===== src/rtl/cache_bus_arbiter.sv =====
// Shares the cache-to-bus read/write port between ICache and DCache: one outstanding read, one buffered write.
// Optional ARB_ROUND_ROBIN_EN selects round-robin read arbitration instead of fixed DCache priority.
`timescale 1ns/1ps
module cache_bus_arbiter #(
  parameter int unsigned ADDR_W     = 32,
  parameter int unsigned LINE_OFF_W = 4
) (
  input  logic              clk,
  input  logic              rst_n,
  input  logic              ic_rd_req_i,
  input  logic [2:0]        ic_rd_type_i,
  input  logic [ADDR_W-1:0] ic_rd_addr_i,
  output logic              ic_rd_rdy_o,
  output logic              ic_ret_valid_o,
  output logic              ic_ret_last_o,
  output logic [31:0]       ic_ret_data_o,
  input  logic              dc_rd_req_i,
  input  logic [2:0]        dc_rd_type_i,
  input  logic [ADDR_W-1:0] dc_rd_addr_i,
  output logic              dc_rd_rdy_o,
  output logic              dc_ret_valid_o,
  output logic              dc_ret_last_o,
  output logic [31:0]       dc_ret_data_o,
  input  logic              dc_wr_req_i,
  input  logic [2:0]        dc_wr_type_i,
  input  logic [ADDR_W-1:0] dc_wr_addr_i,
  input  logic [3:0]        dc_wr_wstrb_i,
  input  logic [127:0]      dc_wr_data_i,
  output logic              dc_wr_rdy_o,
  output logic              rd_req_o,
  output logic [2:0]        rd_type_o,
  output logic [ADDR_W-1:0] rd_addr_o,
  input  logic              rd_rdy_i,
  input  logic              ret_valid_i,
  input  logic              ret_last_i,
  input  logic [31:0]       ret_data_i,
  output logic              wr_req_o,
  output logic [2:0]        wr_type_o,
  output logic [ADDR_W-1:0] wr_addr_o,
  output logic [3:0]        wr_wstrb_o,
  output logic [127:0]      wr_data_o,
  input  logic              wr_rdy_i,
  output logic              arb_busy_o
);

  typedef enum logic [1:0] {R_IDLE, R_REQ, R_DATA} rd_state_e;

  rd_state_e         state_q, state_d;
  logic              own_dc_q, own_dc_d;
  logic [2:0]        rd_type_q, rd_type_d;
  logic [ADDR_W-1:0] rd_addr_q, rd_addr_d;

  logic              wbuf_valid_q, wbuf_valid_d;
  logic [2:0]        wbuf_type_q, wbuf_type_d;
  logic [ADDR_W-1:0] wbuf_addr_q, wbuf_addr_d;
  logic [3:0]        wbuf_wstrb_q, wbuf_wstrb_d;
  logic [127:0]      wbuf_data_q, wbuf_data_d;

  logic raw_hit, ic_elig, dc_elig, grant_dc, grant_ic;

  // A DCache read may not bypass a buffered write to the same line.
  assign raw_hit = wbuf_valid_q &&
                   (dc_rd_addr_i[ADDR_W-1:LINE_OFF_W] == wbuf_addr_q[ADDR_W-1:LINE_OFF_W]);
  assign ic_elig = ic_rd_req_i;
  assign dc_elig = dc_rd_req_i && !raw_hit;

`ifdef ARB_ROUND_ROBIN_EN
  logic rr_last_q, rr_last_d;

  // rr_last_q = 1 means DCache won the previous arbitration.
  assign grant_dc = dc_elig && (!ic_elig || !rr_last_q);

  always_comb begin
    rr_last_d = rr_last_q;
    if (state_q == R_IDLE && (grant_dc || grant_ic)) rr_last_d = grant_dc;
  end

  always_ff @(posedge clk or negedge rst_n) begin
    if (!rst_n) rr_last_q <= 1'b0;
    else        rr_last_q <= rr_last_d;
  end
`else
  assign grant_dc = dc_elig;
`endif
  assign grant_ic = ic_elig && !grant_dc;

  // Read FSM next-state, grant pulses and return-beat routing.
  always_comb begin
    state_d        = state_q;
    own_dc_d       = own_dc_q;
    rd_type_d      = rd_type_q;
    rd_addr_d      = rd_addr_q;
    ic_rd_rdy_o    = 1'b0;
    dc_rd_rdy_o    = 1'b0;
    rd_req_o       = 1'b0;
    ic_ret_valid_o = 1'b0;
    ic_ret_last_o  = 1'b0;
    ic_ret_data_o  = '0;
    dc_ret_valid_o = 1'b0;
    dc_ret_last_o  = 1'b0;
    dc_ret_data_o  = '0;
    unique case (state_q)
      R_IDLE: begin
        if (grant_dc) begin
          dc_rd_rdy_o = 1'b1;
          own_dc_d    = 1'b1;
          rd_type_d   = dc_rd_type_i;
          rd_addr_d   = dc_rd_addr_i;
          state_d     = R_REQ;
        end else if (grant_ic) begin
          ic_rd_rdy_o = 1'b1;
          own_dc_d    = 1'b0;
          rd_type_d   = ic_rd_type_i;
          rd_addr_d   = ic_rd_addr_i;
          state_d     = R_REQ;
        end
      end
      R_REQ: begin
        rd_req_o = 1'b1;
        if (rd_rdy_i) state_d = R_DATA;
      end
      R_DATA: begin
        if (own_dc_q) begin
          dc_ret_valid_o = ret_valid_i;
          dc_ret_last_o  = ret_last_i;
          dc_ret_data_o  = ret_data_i;
        end else begin
          ic_ret_valid_o = ret_valid_i;
          ic_ret_last_o  = ret_last_i;
          ic_ret_data_o  = ret_data_i;
        end
        if (ret_valid_i && ret_last_i) state_d = R_IDLE;
      end
      default: state_d = R_IDLE;
    endcase
  end

  always_ff @(posedge clk or negedge rst_n) begin
    if (!rst_n) begin
      state_q   <= R_IDLE;
      own_dc_q  <= 1'b0;
      rd_type_q <= '0;
      rd_addr_q <= '0;
    end else begin
      state_q   <= state_d;
      own_dc_q  <= own_dc_d;
      rd_type_q <= rd_type_d;
      rd_addr_q <= rd_addr_d;
    end
  end

  // Single-entry write buffer: load only when empty, drain on bus handshake.
  always_comb begin
    wbuf_valid_d = wbuf_valid_q;
    wbuf_type_d  = wbuf_type_q;
    wbuf_addr_d  = wbuf_addr_q;
    wbuf_wstrb_d = wbuf_wstrb_q;
    wbuf_data_d  = wbuf_data_q;
    if (!wbuf_valid_q) begin
      if (dc_wr_req_i) begin
        wbuf_valid_d = 1'b1;
        wbuf_type_d  = dc_wr_type_i;
        wbuf_addr_d  = dc_wr_addr_i;
        wbuf_wstrb_d = dc_wr_wstrb_i;
        wbuf_data_d  = dc_wr_data_i;
      end
    end else if (wr_rdy_i) begin
      wbuf_valid_d = 1'b0;
    end
  end

  always_ff @(posedge clk or negedge rst_n) begin
    if (!rst_n) begin
      wbuf_valid_q <= 1'b0;
      wbuf_type_q  <= '0;
      wbuf_addr_q  <= '0;
      wbuf_wstrb_q <= '0;
      wbuf_data_q  <= '0;
    end else begin
      wbuf_valid_q <= wbuf_valid_d;
      wbuf_type_q  <= wbuf_type_d;
      wbuf_addr_q  <= wbuf_addr_d;
      wbuf_wstrb_q <= wbuf_wstrb_d;
      wbuf_data_q  <= wbuf_data_d;
    end
  end

  assign rd_type_o   = rd_type_q;
  assign rd_addr_o   = rd_addr_q;
  assign wr_req_o    = wbuf_valid_q;
  assign wr_type_o   = wbuf_type_q;
  assign wr_addr_o   = wbuf_addr_q;
  assign wr_wstrb_o  = wbuf_wstrb_q;
  assign wr_data_o   = wbuf_data_q;
  assign dc_wr_rdy_o = !wbuf_valid_q;
  assign arb_busy_o  = (state_q != R_IDLE) || wbuf_valid_q;

endmodule


===== config.mk =====
export PLATFORM = sky130hd
export DESIGN_NAME = cache_bus_arbiter
export DESIGN_NICKNAME = d
export VERILOG_FILES = /design/src/rtl/cache_bus_arbiter.sv
export SDC_FILE = /design/constraint.sdc
export NUM_CORES = 1
export LEC_CHECK = 0
export ABC_AREA = 1
export BUFFER_PORTS_ARGS = -buffer_cell sky130_fd_sc_hd__buf_2
export CORE_AREA = 2 2 212 214
export DETAILED_ROUTE_END_ITERATION = 8
export DIE_AREA = 0 0 214 216
export PLACE_DENSITY_LB_ADDON = 0.08
export SLEW_MARGIN = 40
export SYNTH_ARGS = -nofsm -noshare
export SYNTH_HDL_FRONTEND = slang
export SYNTH_SLANG_ARGS = --single-unit

===== constraint.sdc =====
create_clock -name clk -period 3.1 [get_ports clk]
set_clock_uncertainty 0.05 [all_clocks]
set_input_delay 0.465 -clock clk [delete_from_list [all_inputs] [get_ports clk]]
set_output_delay 0.465 -clock clk [all_outputs]
set_load 0.005 [all_outputs]

==> results.cfg <==
[outcome]
outcome = completed

[routing]
drt_iter0_drc = 259
via_per_inst = 4.04
wire_per_inst_um = 19.0
vias = 8421
drc = 0
postRouteAntennaNets = 0
wl_mm = 39.6
drt_first_pass_iters = 4

[critical_path]
endpoint_kind = output port
crit_chain = xor2_1, nor2_1, nand3_1, nor2_1, nand2_2, a21oi_2, buf_2
startpoint_type = flip-flop
critPathMaxFanout = 7
startpoint = wr_addr_o[6]
cp.required_ps = 2580
worstSetupPathType = flip-flop to output port
crit_top_cell = nor2_1
reg2regPathDepth = 10
cp.arrival_ps = 2170
reg2reg_from = wr_addr_o[6]
rrSetupSlack_ps = 1020
slowest_delay_ps = 400
slowest_stage = dfrtp_1
r2r_end = rd_addr_o[16]

[timing]
clock.fmax_ghz = 0.373
hold_ws_ps = 68.7
slew_headroom = 0.676
finalCritPeriodShare = 0.866
final_max_slew_viol_count = 0
tightest_slew_ps = 486
rsz0062_at_grt = false
period_minus_slack_ps = 2680
hold_violations = 0
tns_ps = 0
finalSetupViolations = 0

[floorplanning]
die_h_um = 216
start_util = 0.210
ioPinCount = 554
die-width_um = 214
rows = 77
core-area_um2 = 43800
dieArea_um2 = 46200

[logic_synthesis]
synth_seq_cells = 206
avgSynthCellArea_um2 = 10.1
synth_area_um2 = 9190
yosysUniqueCellTypes = 22
ys_seq_area_frac = 0.561
yosys_warnings = 0
synth_fp_nets = 1190
synthCells = 912

[clocking]
cts_tree = built
clkSinkCount = 206
cts_root_buf = clkbuf_16
insertion_delay_ps = 550
numCtsBuffers = 27
clk_path_buf_depth = 3
htree_levels = 1
clkTransAtPathRegs_ps = 60
postCtsSetupBuffers = 0

[placement]
dp_hpwl_mm = 31.2
io_buffers = 553
placed_cell_area_um2 = 12700
place_congestion = 0.855

[global_routing]
overflow = 0
grt_pass1_wl_mm = 58.1
antenna_found_initial = 15
grt_util_all_layers = 0.167
grt_pass1_vias = 8892
grt_max_degree = 71

[hold_path]
hp-class = input pin to flip-flop
holdPathStages = 2
worstHoldEndpoint = wr_req_o
holdCritStartpoint = wr_rdy_i

[job]
cap_violations = 0

[final_layout]
final_area_um2 = 13600
final_util = 0.309
num-nets-final = 1747
drive_gt1_frac = 0.523
syn2layout_area_growth_pct = 47.6
layout_commonest_cell = buf_2
final_cell_mix = buf_2 (552), nand2_1 (209), dfrtp_1 (206), mux2_2 (149), nor2_1 (102)

[power]
p_per_area_nw_per_um2 = 720
vdd_ir_drop_max_mv = 0.381
p_leak_nw = 7.44
p_total_mw = 9.76
-- critical path: cells and delay by family, from the launching register on --
kind | cells | cell delay (ps)
compound gates | 1 | 220
xor+xnor | 1 | 170
buf+inv | 1 | 150
flops | 1 | 400
simple gates | 4 | 690
-- cell families (layout without fill, tap and decap cells) --
| logic type | after synthesis | after routing | synth area share |
|---|---|---|---|
| AO/OA/AOI/OAI | 27 | 27 | 0.0155 |
| other | 0 | 4 | 0 |
| flip-flops | 206 | 206 | 0.561 |
| multiplexers | 149 | 149 | 0.183 |
| buffers and inverters | 134 | 711 | 0.0625 |
| AND/OR/NAND/NOR | 389 | 389 | 0.171 |
| XOR/XNOR | 7 | 7 | 0.00667 |
-- power by group --
part	internal [mW]	total, mW	switching, mW
registers	3.41	3.80	0.386
clock network	1.76	3.01	1.25
logic	1.39	2.95	1.56
-- through the flow --
| stage | std cells | worst slack (ps) |
|---|---|---|
| 6_report | 2085 | 416 |
| 5_1_grt | 2084 | 152 |
| 4_1_cts | 2081 | 281 |
| 3_5_place_dp | 2031 | 711 |
| 3_3_place_gp | 2031 | 699 |
| 2_1_floorplan | 912 | 1160 |
-- routing by layer --
metal | GRT usage | wire length, µm
met5 | 0 | 126
met4 | 0.0336 | 473
met3 | 0.0677 | 3830
met2 | 0.304 | 20200
met1 | 0.181 | 15000
-- cell type report --
class,count,area (µm²)
multi-input cells,572,3470
diodes,4,10.0
flip-flops and latches,206,5150
well taps,592,741
repair buffers,576,3000
clock inverters,13,76.3
clock buffers,36,779
inverters,86,323
fillers,4734,30300
-- synthesized netlist by cell type --
master    count  area, µm²
mux2_2      149       1680
nand2_1     212        796
buf_1         9       33.8
o21ai_0       4       20.0
clkbuf_1     11       41.3
a21oi_1      20        100
inv_1        85        319
inv_2         1       3.75
o22ai_1       1       6.26
nand2_8       1       20.0
buf_6         5       56.3
xnor2_1       5       43.8
buf_2        21        105
o211ai_1      1       7.51
nand3_2       1       10.0
nand2_2       1       6.26
dfrtp_1     206       5150
nor2_1      102        383
buf_4         2       15.0
nand3_1      72        360
xor2_1        2       17.5
a21oi_2       1       8.76
-- flip-flops by register name (all words and copies together) (netlist names) --
name and flops:
wr_addr_o 32, own_dc_q 1, wr_req_o 1, rd_type_o 3
state_q 2, rd_addr_o 32, wr_data_o 128, wr_wstrb_o 4
wr_type_o 3
-- how the worst max path moves through the flow --
stage,end,depth (start not counted),slack [ps]
floorplan,ic_rd_rdy_o,10,1160
CTS,dc_rd_rdy_o,11,280
global placement,dc_rd_rdy_o,13,700
global route,dc_rd_rdy_o,12,150
detailed placement,dc_rd_rdy_o,13,710
finish,ic_rd_rdy_o,7,420
-- what timing repair did --
| item | 4_1_cts | 5_1_grt |
|---|---|---|
| gates resized for setup | 0 | 0 |
| hold buffers | 1 | 0 |
| hold endpoints to repair | 46 | 0 |
Note: power is estimated with default switching activity, not from simulation.
